File: src/rtl/axi_lite_master_ctrl.sv
// AXI4-Lite initiator: one single-beat read or write per host command,
// with a watchdog that aborts a transaction when the slave stops responding.
module axi_lite_master_ctrl #(
    parameter int ADDR_WIDTH     = 32,
    parameter int DATA_WIDTH     = 32,
    parameter int TIMEOUT_CYCLES = 1024
) (
    input  logic                    clk_i,
    input  logic                    rst_ni,

    input  logic                    cmd_valid,
    output logic                    cmd_ready,
    input  logic                    cmd_write,
    input  logic [ADDR_WIDTH-1:0]   cmd_addr,
    input  logic [DATA_WIDTH-1:0]   cmd_wdata,
    input  logic [DATA_WIDTH/8-1:0] cmd_wstrb,

    output logic                    rsp_valid,
    input  logic                    rsp_ready,
    output logic [DATA_WIDTH-1:0]   rsp_rdata,
    output logic [1:0]              rsp_resp,
    output logic                    rsp_timeout,

    output logic [ADDR_WIDTH-1:0]   m_axi_awaddr,
    output logic [2:0]              m_axi_awprot,
    output logic                    m_axi_awvalid,
    input  logic                    m_axi_awready,

    output logic [DATA_WIDTH-1:0]   m_axi_wdata,
    output logic [DATA_WIDTH/8-1:0] m_axi_wstrb,
    output logic                    m_axi_wvalid,
    input  logic                    m_axi_wready,

    input  logic [1:0]              m_axi_bresp,
    input  logic                    m_axi_bvalid,
    output logic                    m_axi_bready,

    output logic [ADDR_WIDTH-1:0]   m_axi_araddr,
    output logic [2:0]              m_axi_arprot,
    output logic                    m_axi_arvalid,
    input  logic                    m_axi_arready,

    input  logic [DATA_WIDTH-1:0]   m_axi_rdata,
    input  logic [1:0]              m_axi_rresp,
    input  logic                    m_axi_rvalid,
    output logic                    m_axi_rready
);

    localparam logic [2:0] ST_IDLE    = 3'd0;
    localparam logic [2:0] ST_WR_REQ  = 3'd1;
    localparam logic [2:0] ST_WR_RESP = 3'd2;
    localparam logic [2:0] ST_RD_REQ  = 3'd3;
    localparam logic [2:0] ST_RD_DATA = 3'd4;
    localparam logic [2:0] ST_RSP     = 3'd5;

    localparam int CNT_WIDTH = (TIMEOUT_CYCLES > 1) ? $clog2(TIMEOUT_CYCLES) : 1;
    localparam logic [CNT_WIDTH-1:0] CNT_LAST = CNT_WIDTH'(TIMEOUT_CYCLES - 1);

    logic [2:0]           state;
    logic                 aw_done;
    logic                 w_done;
    logic                 aw_hs;
    logic                 w_hs;
    logic                 wd_active;
    logic                 wd_expired;
    logic [CNT_WIDTH-1:0] wd_cnt;

    assign cmd_ready    = (state == ST_IDLE);
    assign m_axi_awprot = 3'b000;
    assign m_axi_arprot = 3'b000;

    assign aw_hs      = m_axi_awvalid & m_axi_awready;
    assign w_hs       = m_axi_wvalid & m_axi_wready;
    assign wd_active  = (state != ST_IDLE) && (state != ST_RSP);
    // Expires on the TIMEOUT_CYCLES-th active cycle so the response lands that many cycles after issue.
    assign wd_expired = (TIMEOUT_CYCLES != 0) && wd_active && (wd_cnt == CNT_LAST);

    always_ff @(posedge clk_i or negedge rst_ni) begin
        if (!rst_ni) begin
            wd_cnt <= '0;
        end else if (wd_active) begin
            wd_cnt <= wd_cnt + CNT_WIDTH'(1);
        end else begin
            wd_cnt <= '0;
        end
    end

    always_ff @(posedge clk_i or negedge rst_ni) begin
        if (!rst_ni) begin
            state         <= ST_IDLE;
            aw_done       <= 1'b0;
            w_done        <= 1'b0;
            m_axi_awaddr  <= '0;
            m_axi_awvalid <= 1'b0;
            m_axi_wdata   <= '0;
            m_axi_wstrb   <= '0;
            m_axi_wvalid  <= 1'b0;
            m_axi_bready  <= 1'b0;
            m_axi_araddr  <= '0;
            m_axi_arvalid <= 1'b0;
            m_axi_rready  <= 1'b0;
            rsp_valid     <= 1'b0;
            rsp_rdata     <= '0;
            rsp_resp      <= 2'b00;
            rsp_timeout   <= 1'b0;
        end else if (wd_expired) begin
            m_axi_awvalid <= 1'b0;
            m_axi_wvalid  <= 1'b0;
            m_axi_bready  <= 1'b0;
            m_axi_arvalid <= 1'b0;
            m_axi_rready  <= 1'b0;
            rsp_rdata     <= '0;
            rsp_resp      <= 2'b10;
            rsp_timeout   <= 1'b1;
            rsp_valid     <= 1'b1;
            state         <= ST_RSP;
        end else begin
            case (state)
                ST_IDLE: begin
                    aw_done <= 1'b0;
                    w_done  <= 1'b0;
                    if (cmd_valid) begin
                        m_axi_awaddr <= cmd_addr;
                        m_axi_araddr <= cmd_addr;
                        m_axi_wdata  <= cmd_wdata;
                        m_axi_wstrb  <= cmd_wstrb;
                        if (cmd_write) begin
                            m_axi_awvalid <= 1'b1;
                            m_axi_wvalid  <= 1'b1;
                            state         <= ST_WR_REQ;
                        end else begin
                            m_axi_arvalid <= 1'b1;
                            state         <= ST_RD_REQ;
                        end
                    end
                end
                ST_WR_REQ: begin
                    if (aw_hs) begin
                        m_axi_awvalid <= 1'b0;
                        aw_done       <= 1'b1;
                    end
                    if (w_hs) begin
                        m_axi_wvalid <= 1'b0;
                        w_done       <= 1'b1;
                    end
                    if ((aw_done || aw_hs) && (w_done || w_hs)) begin
                        m_axi_bready <= 1'b1;
                        state        <= ST_WR_RESP;
                    end
                end
                ST_WR_RESP: begin
                    if (m_axi_bvalid) begin
                        m_axi_bready <= 1'b0;
                        rsp_rdata    <= '0;
                        rsp_resp     <= m_axi_bresp;
                        rsp_timeout  <= 1'b0;
                        rsp_valid    <= 1'b1;
                        state        <= ST_RSP;
                    end
                end
                ST_RD_REQ: begin
                    if (m_axi_arready) begin
                        m_axi_arvalid <= 1'b0;
                        m_axi_rready  <= 1'b1;
                        state         <= ST_RD_DATA;
                    end
                end
                ST_RD_DATA: begin
                    if (m_axi_rvalid) begin
                        m_axi_rready <= 1'b0;
                        rsp_rdata    <= m_axi_rdata;
                        rsp_resp     <= m_axi_rresp;
                        rsp_timeout  <= 1'b0;
                        rsp_valid    <= 1'b1;
                        state        <= ST_RSP;
                    end
                end
                ST_RSP: begin
                    if (rsp_ready) begin
                        rsp_valid <= 1'b0;
                        state     <= ST_IDLE;
                    end
                end
                default: state <= ST_IDLE;
            endcase
        end
    end

endmodule

File: config.mk
export PLATFORM = sky130hd
export DESIGN_NAME = axi_lite_master_ctrl
export DESIGN_NICKNAME = d
export VERILOG_FILES = /design/src/rtl/axi_lite_master_ctrl.sv
export SDC_FILE = /design/constraint.sdc
export NUM_CORES = 1
export LEC_CHECK = 0
export CAP_MARGIN = 10
export CORE_ASPECT_RATIO = 1.75
export CORE_MARGIN = 3
export CORE_UTILIZATION = 40
export CTS_CLUSTER_DIAMETER = 200
export CTS_CLUSTER_SIZE = 28
export DETAILED_ROUTE_END_ITERATION = 10
export GPL_ROUTABILITY_DRIVEN = 0
export PLACE_DENSITY_LB_ADDON = 0.08
export SLEW_MARGIN = 20
export SYNTH_ARGS = -nofsm -noshare
export SYNTH_HDL_FRONTEND = slang
export SYNTH_SLANG_ARGS = --single-unit
File: constraint.sdc
create_clock -name clk_i -period 2.4 [get_ports clk_i]
set_input_delay 0.24 -clock clk_i [delete_from_list [all_inputs] [get_ports clk_i]]
set_output_delay 0.24 -clock clk_i [all_outputs]
set_load 0.1 [all_outputs]
; Word-level counts from Yosys, hierarchy flattened
; Index checks and enable logic that the tools add are counted.
[word_totals]
ff_bits = 124
in_bits = 114
output_inout_bits = 148
elab_cells = 114
[op_classes]
addsub = 1
eq_ne = 19
muxes = 50
n_bitwise = 3
n_reduce_logical = 25
[ops]
columns = operator, count
row1 = 32-bit two-way mux, 3
row2 = 32-bit case mux with 2 select lines, 1
row3 = "3-bit != test, second input constant", 8
row4 = 1-bit two-way mux, 23
row5 = 3-bit two-way mux, 7
row6 = 3-bit case mux with 6 select lines, 1
row7 = 3-bit AND reduction, 6
row8 = 3-bit nonzero test, 6
row9 = 1-bit case mux with 2 select lines, 8
row10 = 4-bit AND reduction, 4
row11 = "10-bit by 1-bit adder with 10-bit output, second input constant", 1
row12 = "10-bit == test, second input constant", 1
row13 = 10-bit two-way mux, 1
row14 = 2-bit two-way mux, 4
row15 = "3-bit by 2-bit == test with 1-bit output, second input constant", 2
row16 = "3-bit == test, second input constant", 2
row17 = "3-bit by 2-bit != test with 1-bit output, second input constant", 2
row18 = 6-bit AND reduction, 1
row19 = "2-bit != test, second input constant", 2
row20 = 2-bit case mux with 2 select lines, 1
row21 = 4-bit nonzero test, 1
row22 = "3-bit by 1-bit == test with 1-bit output, second input constant", 1
row23 = 1-bit logical AND, 3
row24 = 3-bit zero test, 1
row25 = 6 further kinds, 8

; Depth between registers and ports, before layout
[logic_depth]
ltp_word = 6
depth_mapped = 7
depth_no_buf = 5

; Worst setup path before layout
; Ideal clock, no wire load.
[synth_timing]
path_kind = register -> output
from = register state[2]
to = output port cmd_ready
t_arrival_ns = 1.538
required_ns = 2.160
setup_slack_ns = 0.622
stages_incl_launch_ff = 4
n_path_buf = 1
path_cell_list = dfrtp_1 -> buf_2 -> or3_1 -> inv_1
[synth_via]
elab_chain_len = 1
[synth_rtl]
columns = element, line
row1 = start: declaration, 59  ; logic [2:0] state;
row2 = start signal: assignment, 90  ; state <= ST_IDLE;
row3 = start signal: assignment, 116  ; state <= ST_RSP;
row4 = start signal: assignment, 130  ; state <= ST_WR_REQ;
row5 = 3-bit zero test, 68  ; assign cmd_ready = (state == ST_IDLE);
row6 = end: declaration, 12  ; output logic cmd_ready,
; Every way passes these cells.

; Final worst setup path
[layout_timing]
from = register state[0]
to = output port cmd_ready
; Same word-level chain as after synthesis.

==> metrics <==
status finished, final reports clean; most frequent cells in the layout buf_4, dfrtp_1, clkdlybuf4s50_1; post-synthesis sequential area ratio 59.7%; routed len/inst 17.5 um; post-DR vias/cell 4.89; reg2reg start state[0]; row count 54; Die ar. 14500 um^2; Clock Tree Buf Depth 2; Crit Path Category register to output port; synthesis-to-finish area growth 53.2%; CTS tree yes; Cell Area, Synth 5200 um^2; Yosys cell types 40; Global Route Usage Sum 19.5%; CP required 2.16 ns; clock sink count 124; worst slack, placed 0.387 ns; n_diodes 0; setup slack, reg-to-reg 0.43 ns; Util after Layout 63.4%; port bufs 255; DIE WIDTH 92.2 um; period utilization 88.3%; max-slew violations 0; reg-to-reg endpoint rsp_rdata[27]; clock-pin slew on the worst setup and hold paths 0.06 ns; FILL cells 1023; Worst EP arrival 1.88 ns; Clock Tree Root clkbuf_16; Slew HR 59.4%; Chip Height 157 um; Main synth FF type dfrtp_1; YS warnings 0; Total Nets Final 728; leading cell type in the layout, fill and taps excluded buf_4; vias in the first global route 4037; Critical path origin state[0]; EDFF count, synth 0; Worst setup SP type register; WL final 13.9 mm; H-tree depth 4; RSZ-0062 raised after global routing false; post-route minimum period 2.12 ns; FF-to-FF path depth 5; initial core utilization 41.4%; pin count of the biggest net entering global routing 72; post-CTS setup buffers 0; worst-margin pin slew 0.609 ns; Post-synth ARST share 100%; Worst Skew 0.0104 ns; Crit Path Max Fanout 13; final hold violation count 0; DP Area 7340 um^2; FMAX 472 MHz; 1st-iter DRT viols 113; PnR worst setup slack 0.282 ns; Synth Instances 383; setup TNS 0 ns; drt drc 0; initial antenna violation count 0; via count 3880; Top-Level Pins 262; total gr overflow 0; TritonCTS Buffers 17; ratio of cells with drive above 1 in the final layout 40.5%; 1st-pass router iterations 4; post-DP HPWL 10.4 mm; clk_lat worst skew 0.40 ns; Core ar. 12600 um^2; antenna-violating nets left 0; setup violators final 0; MaxCap Viol Count 0; CP endpoint kind output port; Finished Cell Area 7970 um^2; global-route wire length before repair 21.7 mm; average size of a mapped cell 13.6 um^2; #FFs+latches synth 124; hold crit path type input pin to async pin
## sequential cells by signal, summed over array words and instances (netlist names)
register / count
aw_done: 1
m_axi_araddr: 32
m_axi_arvalid: 1
m_axi_awvalid: 1
m_axi_bready: 1
m_axi_rready: 1
m_axi_wdata: 32
m_axi_wstrb: 4
m_axi_wvalid: 1
rsp_rdata: 32
rsp_resp: 2
rsp_timeout: 1
rsp_valid: 1
state: 3
w_done: 1
wd_cnt: 10
## layer usage
layer / global-route usage, % / routed length [um] / vias to the layer above
met5: 0 / 0 / -
met4: 7.51 / 306 / 0
met3: 5.87 / 1020 / 21
met2: 34.8 / 7530 / 193
met1: 21.7 / 5030 / 1881
li1: - / - / 1785
## synth_stat cells (all sizes together) (4+ instances only)
cell type	n	share of area (%)
dfrtp	124	60
nand2	10	0.72
o21ai	7	0.67
inv	4	0.29
nor2	13	0.94
nand2b	6	0.72
nand3	4	0.39
buf	55	7.6
a22o	32	5.4
mux2	70	15
nand4	4	0.48
xor2	7	1.2
a21oi	8	0.77
## how the worst max path moves through the flow
stage                                to  slack (ns)  cells after the start
after floorplan               cmd_ready        0.62                      3
after global placement    rsp_rdata[27]        0.45                      6
after detailed placement  rsp_rdata[10]        0.39                      6
after CTS                     cmd_ready        0.26                      4
after global routing          cmd_ready        0.17                      4
final                         cmd_ready        0.28                      4
## worst max-delay path, cell delays in order, from the launching register on
cell and delay [ns]:
dfrtp_1 0.52, buf_4 0.24, or3_1 0.40, inv_1 0.12, buf_12 0.18
## layout make-up
cell class,count,area (um^2),area share (%)
Clock inverter,12,171,2.15
Tap cell,168,210,2.64
Timing Repair Buffer,263,2320,29.1
Clock buffer,19,443,5.56
Multi-Input combinational cell,203,1700,21.4
Inverter,4,15.0,0.188
Sequential cell,124,3100,39.0
## metrics by stage
stage	cells	hold slack, ns
CTS	793	0.401
floorplan	388	-0.0556
finish	793	0.392
global placement	761	0.291
detailed placement	761	0.295
global route	793	0.423
## cell families after synthesis
kind of cell / count (synthesis) / share of synthesized area (%)
other: 1 / 0.0721
AO/OA/AOI/OAI: 61 / 8.98
XOR/XNOR: 8 / 1.35
multiplexers: 71 / 15.4
AND/OR/NAND/NOR: 56 / 6.31
flip-flops: 124 / 59.7
buffers and inverters: 61 / 8.01
adder cells (fa/ha/maj): 1 / 0.241
## what timing repair did
action                                 CTS  global route
resized for setup                        0             0
setup endpoints to repair                0             0
hold buffers                             1             0
endpoints found under the hold margin   44             0
Power is left out: the tool's default activity adds up to more than one toggle a clock period on the data nets, which glitch-free logic cannot reach.
